<file path="src/rtl/seg7_pkg.sv">
// Shared constants for the seven-segment scanner: digit geometry, off levels
// and the active-low hex glyphs ({G,F,E,D,C,B,A}).
package seg7_pkg;

  localparam int unsigned NUM_DIGITS = 8;
  localparam int unsigned DIGIT_W    = 4;

  localparam logic [6:0] SEG_OFF = 7'h7F;
  localparam logic [7:0] AN_OFF  = 8'hFF;

  localparam logic [6:0] SEG_0 = 7'b1000000;
  localparam logic [6:0] SEG_1 = 7'b1111001;
  localparam logic [6:0] SEG_2 = 7'b0100100;
  localparam logic [6:0] SEG_3 = 7'b0110000;
  localparam logic [6:0] SEG_4 = 7'b0011001;
  localparam logic [6:0] SEG_5 = 7'b0010010;
  localparam logic [6:0] SEG_6 = 7'b0000010;
  localparam logic [6:0] SEG_7 = 7'b1111000;
  localparam logic [6:0] SEG_8 = 7'b0000000;
  localparam logic [6:0] SEG_9 = 7'b0010000;
  localparam logic [6:0] SEG_A = 7'b0001000;
  localparam logic [6:0] SEG_B = 7'b0000011;
  localparam logic [6:0] SEG_C = 7'b1000110;
  localparam logic [6:0] SEG_D = 7'b0100001;
  localparam logic [6:0] SEG_E = 7'b0000110;
  localparam logic [6:0] SEG_F = 7'b0001110;

  typedef enum logic [0:0] {
    ST_BLANK = 1'b0,
    ST_SHOW  = 1'b1
  } scan_state_e;

endpackage

</file>
<file path="src/rtl/hex_to_seg7.sv">
// Combinational hex nibble to active-low seven-segment glyph decoder.
module hex_to_seg7
  import seg7_pkg::*;
(
  input  logic [DIGIT_W-1:0] hex_i,
  output logic [6:0]         seg_o
);

  always_comb begin
    seg_o = SEG_OFF;
    case (hex_i)
      4'h0: seg_o = SEG_0;
      4'h1: seg_o = SEG_1;
      4'h2: seg_o = SEG_2;
      4'h3: seg_o = SEG_3;
      4'h4: seg_o = SEG_4;
      4'h5: seg_o = SEG_5;
      4'h6: seg_o = SEG_6;
      4'h7: seg_o = SEG_7;
      4'h8: seg_o = SEG_8;
      4'h9: seg_o = SEG_9;
      4'hA: seg_o = SEG_A;
      4'hB: seg_o = SEG_B;
      4'hC: seg_o = SEG_C;
      4'hD: seg_o = SEG_D;
      4'hE: seg_o = SEG_E;
      4'hF: seg_o = SEG_F;
      default: seg_o = SEG_OFF;
    endcase
  end

endmodule

</file>
<file path="src/rtl/seg7_scan.sv">
// Time-multiplexed 8-digit common-anode display driver with per-digit masking
// and a dark interval at the start of every digit slot to suppress ghosting.
module seg7_scan
  import seg7_pkg::*;
#(
  parameter int unsigned REFRESH_DIV  = 100000,
  parameter int unsigned BLANK_CYCLES = 16
) (
  input  logic        clk,
  input  logic        reset,
  input  logic [31:0] NUMB,
  input  logic [7:0]  MASK,
  output logic [7:0]  AN,
  output logic [6:0]  SEG,
  output logic        DP
);

  localparam int unsigned CNT_W = (REFRESH_DIV > 2) ? $clog2(REFRESH_DIV) : 1;
  localparam int unsigned IDX_W = $clog2(NUM_DIGITS);
  localparam logic [CNT_W-1:0] CNT_LAST = CNT_W'(REFRESH_DIV - 1);
  // With no blank interval the slot opens directly in SHOW, even out of reset.
  localparam scan_state_e RST_STATE = (BLANK_CYCLES == 0) ? ST_SHOW : ST_BLANK;

  logic [CNT_W-1:0] cnt_q, cnt_d;
  logic [IDX_W-1:0] idx_q, idx_d;
  scan_state_e      state_q, state_d;
  logic [7:0]       an_q, an_d;
  logic [6:0]       seg_q, seg_d;
  logic [6:0]       glyph;
  logic             slot_end;

  assign slot_end = (cnt_q == CNT_LAST);

  hex_to_seg7 u_dec (
    .hex_i (NUMB[DIGIT_W*idx_q +: DIGIT_W]),
    .seg_o (glyph)
  );

  always_comb begin
    cnt_d   = cnt_q + 1'b1;
    idx_d   = idx_q;
    state_d = state_q;
    if (slot_end) begin
      cnt_d = '0;
      idx_d = idx_q + 1'b1;
    end
    case (state_q)
      ST_BLANK: if (32'(cnt_d) >= BLANK_CYCLES) state_d = ST_SHOW;
      ST_SHOW:  if (slot_end && BLANK_CYCLES != 0) state_d = ST_BLANK;
      default:  state_d = RST_STATE;
    endcase
  end

  always_comb begin
    an_d  = AN_OFF;
    seg_d = SEG_OFF;
    if (state_q == ST_SHOW && !MASK[idx_q]) begin
      an_d  = ~(8'b1 << idx_q);
      seg_d = glyph;
    end
  end

  always_ff @(posedge clk) begin
    if (reset) begin
      cnt_q   <= '0;
      idx_q   <= '0;
      state_q <= RST_STATE;
      an_q    <= AN_OFF;
      seg_q   <= SEG_OFF;
    end else begin
      cnt_q   <= cnt_d;
      idx_q   <= idx_d;
      state_q <= state_d;
      an_q    <= an_d;
      seg_q   <= seg_d;
    end
  end

  assign AN  = an_q;
  assign SEG = seg_q;
  assign DP  = 1'b1;

endmodule

</file>
<file path="config.mk">
export PLATFORM = sky130hd
export DESIGN_NAME = seg7_scan
export DESIGN_NICKNAME = d
export VERILOG_FILES = /design/src/rtl/seg7_pkg.sv /design/src/rtl/hex_to_seg7.sv /design/src/rtl/seg7_scan.sv
export SDC_FILE = /design/constraint.sdc
export NUM_CORES = 1
export LEC_CHECK = 0
export BUFFER_PORTS_ARGS = -buffer_cell sky130_fd_sc_hd__buf_2
export CAP_MARGIN = 20
export CORE_MARGIN = 2
export CORE_UTILIZATION = 42
export DETAILED_ROUTE_END_ITERATION = 8
export PLACE_DENSITY = 0.63
export SLEW_MARGIN = 5
export SYNTH_ARGS = -nofsm -noshare
export SYNTH_HDL_FRONTEND = slang
export SYNTH_HIERARCHICAL = 1
export SYNTH_SLANG_ARGS = --single-unit
</file>
<file path="constraint.sdc">
create_clock -name clk -period 3.1 [get_ports clk]
set_input_delay 0 -clock clk [delete_from_list [all_inputs] [get_ports clk]]
set_output_delay 0 -clock clk [all_outputs]
set_load 0.02 [all_outputs]
</file>
; Word level (Yosys, flattened, before mapping)
; Memories as Yosys holds them, arrays and structs flattened. A register that Yosys moved wholly into a read port is not among the register bits.
; Cells that the tools add are included.
[word_totals]
mem_bits_ro = 112
reg_bits = 29
out_inout_bits = 16
mem_count = 1
[memory_table]
columns = name, depth, word_bits, rd, rd_ports_with_merged_regs, wr, line
row1 = (name not given), 16, 7, 1, 1, 0, hex_to_seg7.sv:11  ; case (hex_i)
[classes]
n_mux = 6
add_sub_neg = 2
magnitude_cmp = 2
shift = 2
reduce_logical = 3
bitwise_logic = 3
n_eq_ne = 1
[op_table]
columns = op, count
row1 = indexed part select 32 x 6 -> 4 bit, 1
row2 = adder 17 x 1 -> 17 bit (second input constant), 1
row3 = equality test 17 bit (second input constant), 1
row4 = greater-or-equal comparator 17 x 5 -> 1 bit (second input constant), 1
row5 = 2-to-1 mux 17 bit, 1
row6 = NOT 8 bit, 1
row7 = << shifter 1 x 3 -> 8 bit (first input constant), 1
row8 = < comparator 3 x 4 -> 1 bit (second input constant), 1
row9 = adder 3 x 1 -> 3 bit (second input constant), 1
row10 = binary-select mux 1 bit (select 3 bit), 1
row11 = 2-to-1 mux 1 bit, 3
row12 = NOT 1 bit, 2
row13 = one-hot mux 1 bit (2 select lines), 1
row14 = OR reduction 2 bit, 1
row15 = logical AND 1 bit, 1
row16 = logical NOT 1 bit, 1

; Longest topological paths before layout
; Gate-level depths: netlist of run 1.
[depth]
word_depth = 6
mapped_depth = 10
ltp_nobuf = 9

; Cells and area by module
; The synthesis of run 1 kept the hierarchy.
[by_module_without_submodules]
columns = mod, seq_area_each_um2, cells_each, n_inst, area_each_um2
row1 = seg7_scan, 720.7, 193, 1, 1884.3
row2 = hex_to_seg7, 0.0, 35, 1, 247.7

; Worst setup path after synthesis of run 1
; No wires, ideal clock.
[synth_path]
path_kind = register -> register
start = reg idx_q[0]
end = reg seg_q[3], in the netlist SEG[3]
stages_incl_launch_ff = 10
n_path_buf = 1
setup_ns = 0.120
slack_ns = 0.849
t_arrival_ns = 2.131
cell_sequence = dfxtp_1 buf_6 mux4_2 nand2_1 nand2_1 ha_1 or2_2 a21oi_1 a31oi_1 or2_1
[synth_between]
elab_chain_cells = 6
word_cells_on_any_way = 7
classes_between = shift (1) / mux (2) / bitwise (1) / reduce/logical (3)
[synth_lines]
columns = element, line
row1 = from (decl), seg7_scan.sv:25  ; logic [IDX_W-1:0] idx_q, idx_d;
row2 = from (signal assigned), seg7_scan.sv:72  ; idx_q <= idx_d;
row3 = binary-select mux 1 bit (select 3 bit), seg7_scan.sv:57  ; if (state_q == ST_SHOW && !MASK[idx_q]) begin
row4 = 2-to-1 mux 1 bit (implied by the code), seg7_scan.sv:57
row5 = logical NOT 1 bit, seg7_scan.sv:57
row6 = logical AND 1 bit, seg7_scan.sv:57
row7 = NOT 1 bit (no line), -
row8 = OR reduction 2 bit (no line), -
row9 = to (decl), seg7_scan.sv:28  ; logic [6:0] seg_q, seg_d;
; Several ways; a longest one is shown, not always the timed one. The select of a mux whose other input is x is not followed.
; A chain may end at the register's enable or synchronous reset.

; Worst setup path after layout of run 1
; Same ends and word-level chain as after synthesis.

==> results of run 1 <==
## synth_stat cells, types with 2 or more instances
cell type / n / area (µm²)
nand4_1: 7 / 43.8
nor4_1: 2 / 12.5
ha_1: 14 / 175
xor2_1: 8 / 70.1
o21ai_0: 3 / 15.0
nor3_1: 3 / 15.0
o22ai_1: 2 / 12.5
nor2_1: 23 / 86.3
nand3_1: 9 / 45.0
inv_1: 8 / 30.0
dfxtp_1: 36 / 721
nand2b_1: 2 / 12.5
clkbuf_1: 2 / 7.51
nor4_2: 2 / 25.0
nand2_1: 34 / 128
and4_4: 2 / 22.5
a21oi_1: 5 / 25.0
xnor2_1: 8 / 70.1
mux4_2: 10 / 225
buf_2: 5 / 25.0
a31oi_1: 3 / 18.8
o21ai_1: 2 / 10.0
buf_6: 3 / 33.8
buf_4: 5 / 37.5
mux2i_1: 2 / 20.0
or2_1: 7 / 43.8
## worst max path at each step
stage               endpoint  slack (ns)
finish                SEG[3]        0.58
floorplan             SEG[3]        0.85
global placement      SEG[3]        0.62
CTS                   SEG[3]        0.56
global route          SEG[3]        0.39
detailed placement    SEG[3]        0.58
## cells by family (layout without fill, tap and decap cells)
| group | count (synthesis) | count (layout) |
|---|---|---|
| flops | 36 | 36 |
| buf+inv | 24 | 72 |
| compound gates | 22 | 22 |
| mux | 14 | 14 |
| fa+ha+maj | 14 | 14 |
| other cells | 1 | 1 |
| xor+xnor | 16 | 16 |
| simple gates | 101 | 101 |
## layer usage
layer,GRT usage [%],up-vias,share of wire (%)
met5,0,-,0
li1,-,884,-
met2,24.8,42,47
met4,7.02,0,1.4
met3,3.61,5,4.0
met1,23.5,773,48
## sequential cells by signal (all words and copies together) (netlist names)
register / flops
idx_q: 3
AN: 8
state_q: 1
cnt_q: 17
SEG: 7
## per-stage QoR
stage	power, mW	std cells
global placement	0.593	336
global route	0.939	343
finish	0.896	343
CTS	0.910	343
detailed placement	0.594	336
floorplan	0.558	228
## report_power, final
| part | switching [mW] | total [mW] | leakage, nW | internal, mW |
|---|---|---|---|---|
| sequential | 0.00863 | 0.481 | 0.292 | 0.473 |
| clock | 0.160 | 0.313 | 0.0410 | 0.153 |
| combinational | 0.0503 | 0.102 | 0.686 | 0.0521 |
| total | 0.219 | 0.896 | 1.02 | 0.677 |
## cell type report
type / instances / area, µm²
Tap cell: 67 / 83.8
Multi-Input combinational cell: 168 / 1270
Timing Repair Buffer: 57 / 288
Clock inverter: 1 / 5.00
Fill cell: 488 / 2340
Clock buffer: 6 / 72.6
Sequential cell: 36 / 721
Inverter: 8 / 30.0
==> impl_summary.md, run 1 <==
Run status
The flow ran to the end, and the final reports show no timing, DRC or antenna violations.

Worst setup path
On the critical path, the stage with the largest delay is an instance of dfxtp_1. Among the stages of the critical path, the cell type that occurs most often is nand2_1. The cell family with the largest share of critical-path delay is simple AND/OR/NAND/NOR gates. The critical register-to-register path endpoint is SEG[3].

The worst setup path is launched from a flip-flop. The worst register-to-register path has a depth of 8. STA classifies the critical path endpoint as a flip-flop. Traced cell by cell, the critical path runs through buf_4 > mux4_2 > nand2_1 > nand2_1 > or2_2 > a21oi_1 > a31oi_1 > or2_1.

Of all nets on the critical path, the largest fanout is 12. For this run, the slowest stage of the critical path takes 0.57 ns. The worst register-to-register path begins at idx_q[0]. The setup check on the worst reg-to-reg path leaves a slack of 0.58 ns. The worst path required time is 3.28 ns. The sum of buffers and inverters on the critical path is 1. The data arrival time at the worst-slack endpoint is 2.70 ns. The critical path crosses 8 cells after its start point.

The worst setup path is of the reg2reg kind. In this run the worst setup path begins at idx_q[0].

Place
The HPWL after detailed placement is ~3400 µm. The cell area after placement is approximately 2400 µm². The number of port buffers is 56. The post-placement setup slack is 0.579 ns. The routability-driven placement congestion ratio is ~0.87.

Global route
The number of antenna violations at the first check in global routing was 0. The global-route wire length before repair is between 7000 and 8000 µm. The number of global-route vias before repair is around 1500.

Entering global routing, the biggest net connects 15 pins. The combined global-route utilization of all metal layers is 16.7%. After global routing the overflow that remains totals 0.

Hold path
The hold path startpoint is reset. The worst hold path terminates at cnt_q[13]. The path class of the lowest-slack min-delay path is in2reg. The worst hold path cell count is 2.

Die
Once the floorplan was initialized, standard cells occupied between 40% and 50% of the core. The I/O pin count is 58. Measured along the x axis, the die boundary spans 75.3 µm. The height of the chip is approximately 75 µm. The floorplan core area is between 4000 and 5000 µm². Row generation in the floorplan step produced 25 rows. The die footprint is around 5700 µm².

Power and ir drop
The worst-case IR drop observed on VDD is between 0.2 and 0.25 mV. The static leakage power is approximately 1.0 nW. The total power density per cell area is approximately 360 nW/µm².

Finish
The share of cells above drive strength 1 is a little under a third. The net count of the finished layout is between 300 and 400. In the layout the commonest cells are 56 x buf_2, 36 x dfxtp_1, 34 x nand2_1. The area added between synthesis and finish is 16.0%.

The total non-filler cell area in the finished layout is approximately 2500 µm². The number of antenna diodes in the final layout is 0. The final core area utilization is roughly half. Leaving out fill and tap cells, the most frequent cell in the layout is buf_2.

Detailed routing
For this run, design rule violations remaining after detail routing come to 0. The routed design has approximately 4500 µm of wire. The iteration-0 DRC count of the detailed router is 74. The number of nets still failing antenna checks after routing is 0. The via density per instance is between 4 and 5. The overall via count from detail_route is roughly 1700. Dividing the detail-routed wire length by the instance count gives roughly 13 µm. The count of TritonRoute iterations in the first routing pass is 6.

Timing
Dividing the final minimum period by the clock period gives between 80% and 90%. The worst path needs between 2 and 3 ns of the cycle, external delays included. The final-report hold violation count is 0. The worst hold-check slack is about 0.024 ns. Derived from the worst setup path, the maximum achievable clock frequency is ~400 MHz.

Setup violations remaining at the end of the flow were counted as 0. The post-route clock skew is ~0.0048 ns. The least setup slack across all paths after layout is 0.577 ns. The actual slew at the worst max-slew pin is roughly 0.57 ns.

The max-slew headroom at the worst pin is between 60% and 70%. Setup repair after global routing left no endpoint under its margin. The final-report max-slew violation count is 0. Summed over all failing endpoints, the final setup total negative slack is 0 ns.

Clocking
In this run the deepest clock path goes through 2 buffers. Once the clock tree was built, the resizer swapped 0 gates to a different size. After clock tree synthesis, the clock-pin slew on the worst setup and hold paths is approximately 0.07 ns. Clock tree synthesis found a total of 36 sinks. The clock root buffer is clkbuf_8. The number of H-tree branching levels is 2. The post-CTS setup-driven buffer insertion count is 0.

Clock tree synthesis inserted a total of 5 buffers. The hold buffer count at cts is 0. At the later pin of the worst-skew pair, clock insertion delay measures approximately 0.29 ns.

TritonCTS built the clock tree.

Synthesis
The main flop type after synthesis is dfxtp_1. The area share of fa/ha/maj cells after synthesis is approximately 8%. The portion of the post-synthesis area used by sequential elements is around a third. The number of synthesized register bits is 36. In this run the mean area of a mapped cell was roughly 9.4 µm².

Synthesis handed over a netlist of 228 instances. The number of unique standard cell types used by synthesis is 47. Of the total synthesized cell area, the portion taken by AND, OR, NAND and NOR gates is about 25%. The synthesized netlist net count is about 280.

The number of enable-type register cells in the synthesized netlist is 0. The summed instance area of the synthesized netlist is between 2000 and 2500 µm². The total of warnings raised by yosys is 6. After synthesis, the share of cell area in mux cells is roughly an eighth. The largest family of logic cells by synthesized area is simple AND/OR/NAND/NOR gates. For this run, asynchronously set or reset flops after synthesis account for 0%. The synthesized netlist devotes just under 7% of its cell area to compound gates. The XOR/XNOR share of the synthesized area is about 6.6%.

Flow run
The count of maximum capacitance violations is 0.
No activity file was read; power rests on OpenSTA's default activity.
==> run 2: changes to the inputs <==
- PLACE_DENSITY: 0.63 -> 0.66
- clock period: 3.1 -> 2.2 ns (I/O delays scaled with it)
==> impl_summary.md, run 2 (synthesis results as in run 1) <==
Finish
Compared with the post-synthesis result, the final layout area differs by 21.9%. In the layout the commonest cells are 56 x buf_2, 35 x dfxtp_1, 32 x nand2_1. The register with the most flip-flops in the final layout is cnt_q. 0 antenna diodes ended up in the layout. The number of flip-flops under the largest register name is 17.

Leaving out fill and tap cells, the most frequent cell in the layout is buf_2. The share of cells above drive strength 1 is a little over a third. The final core area utilization is a little over half.

The net count of the finished layout is between 300 and 400.

Global route
The total global routing overflow is 0. The global-route wire length before repair is ~7000 µm. Across every metal layer, demand over resource in global routing totals between 10% and 20%. The number of antenna violations at the first check in global routing is 0. The number of global-route vias before repair is around 1700. The maximum number of pins on one net before global-route repair is 13.

Run status
The flow ran to the end, and the final reports show no timing, DRC or antenna violations.

Worst setup path
The largest fanout on the critical path is 5. The launching element type of the critical path is a flip-flop. The worst setup path is of the reg2reg kind.

The worst path required time is ~2.4 ns. The largest single stage delay on the critical path is between 0.3 and 0.4 ns. At the worst endpoint, the arrival time is between 2 and 2.5 ns. The cell with the biggest individual delay on the critical path is dfxtp_4.

STA classifies the critical path endpoint as a flip-flop. Walking the worst path, the cells encountered are buf_4 > mux4_2 > nand2_1 > nand2_2 > inv_2 > ha_1 > or2_2 > a21oi_1 > a31oi_1 > or2_1.

Detailed routing
The iteration-0 DRC count of the detailed router is 70. Dividing the detail-routed via count by the number of cells gives 5.03. The detailed-route wire length per cell is between 10 and 15 µm. The number of nets still failing antenna checks after routing is 0. Summing over every cut layer, the via total after detailed routing is approximately 1800. The final routed wirelength across all metal layers is between 4000 and 5000 µm. The residual DRC count is 0.

The first detailed-routing pass ran for 4 iterations.

Timing
Static timing analysis puts the maximum clock frequency at around 480 MHz. The post-route clock skew is 0.00357 ns. The final-report hold violation count is 0. The share of the cycle needed by the critical path after routing is 94.8%.

The final-report setup violation count is 0. Setup repair after global routing left no endpoint under its margin. The final-report max-slew violation count is 0. Summed over all failing endpoints, the final setup total negative slack is 0 ns. Final hold analysis gives a worst-case slack of between 0.03 and 0.04 ns.

The clock period minus final worst setup slack is 2.09 ns. The least setup slack across all paths after layout is ~0.11 ns.

Die
The floorplan has 25 rows. The effective utilization at floorplan is between 40% and 50%. The die footprint is 5660 µm². In this run the count of I/O pins placed on the die edge is 58. The core region is 4820 µm². The die extent in x is roughly 75 µm. The die is between 70 and 80 µm tall.

Power and ir drop
IR analysis of the VDD net gives a maximum drop of around 0.33 mV. Summed over all cells, the static leakage comes to about 1.1 nW. Power spread over the standard cell area amounts to 561 nW/µm². The power consumption is around 1.5 mW.

Clocking
The clock latency reported for the late side of the worst-skew pair is between 0.2 and 0.3 ns. The clock root buffer is clkbuf_8. The maximum count of clock buffers along a single path is 2. The number of clock buffers added by TritonCTS is 5.

The clock drives 36 sinks. The clock tree from TritonCTS is yes. The clock transition time at the flip-flop clock pins of the worst setup and hold paths is 0.07 ns. The H-tree was split into 2 levels. After clock tree synthesis, the flow added hold-fix buffers numbering 0.

Place
The congestion estimate from routability-driven global placement came to 0.887. Input and output buffers added on the ports amount to 56. Before CTS, the worst setup slack after placement is about 0.077 ns. Summed over all nets, the half-perimeter wirelength after detailed placement is approximately 3500 µm.

Flow run
The count of maximum capacitance violations is 0.

Hold path
The tightest min-delay check is of the in2reg type.
run 2: worst max-delay path, delay by kind of cell, from the launching register on:
family / cells / cell delay [ns]
and+or+nand+nor: 4 / 0.66
adders and majority gates: 1 / 0.19
DFF: 1 / 0.37
buffers and inverters: 2 / 0.23
AOI/OAI and AO/OA: 2 / 0.20
muxes: 1 / 0.33
run 2: final timing paths:
path / start / to / slack, ns / depth (start not counted)
worst max register to register: idx_q[0] / SEG[3] / 0.11 / 10
worst min-delay path: reset / cnt_q[13] / 0.03 / 2
worst max-delay path: idx_q[0] / SEG[3] / 0.11 / 10
worst min register to register: cnt_q[0] / cnt_q[0] / 0.47 / 1
run 2: what timing repair did:
action,CTS,global route
resized for setup,0,6
buffers inserted,0,0
setup endpoints to repair,0,6
run 2: metrics by stage:
stage | cell area (µm²) | std cells
finish | 2600 | 352
global route | 2600 | 352
CTS | 2580 | 352
detailed placement | 2460 | 344
global placement | 2460 | 344
floorplan | 2130 | 228
run 2: power breakdown:
part | internal [mW] | switching [mW] | total, mW
combinational | 0.0791 | 0.0725 | 0.152
sequential | 0.665 | 0.0117 | 0.676
clock | 0.400 | 0.230 | 0.630
total | 1.14 | 0.314 | 1.46
run 2: routing by layer:
metal	up-vias	share of wire, %	global-route usage, %	wire length [µm]
met5	-	0	0	0
met4	0	2.0	7.80	90
met3	8	3.9	2.54	173
met2	40	50	26.9	2200
met1	823	44	21.2	1970
li1	898	-	-	-
run 2: cell type report:
type | instances | area, µm²
clock buffers | 7 | 96.3
clock inverters | 1 | 30.0
fillers | 461 | 2220
inverters | 8 | 30.0
multi-input cells | 168 | 1280
flip-flops and latches | 36 | 724
well taps | 67 | 83.8
repair buffers | 65 | 352
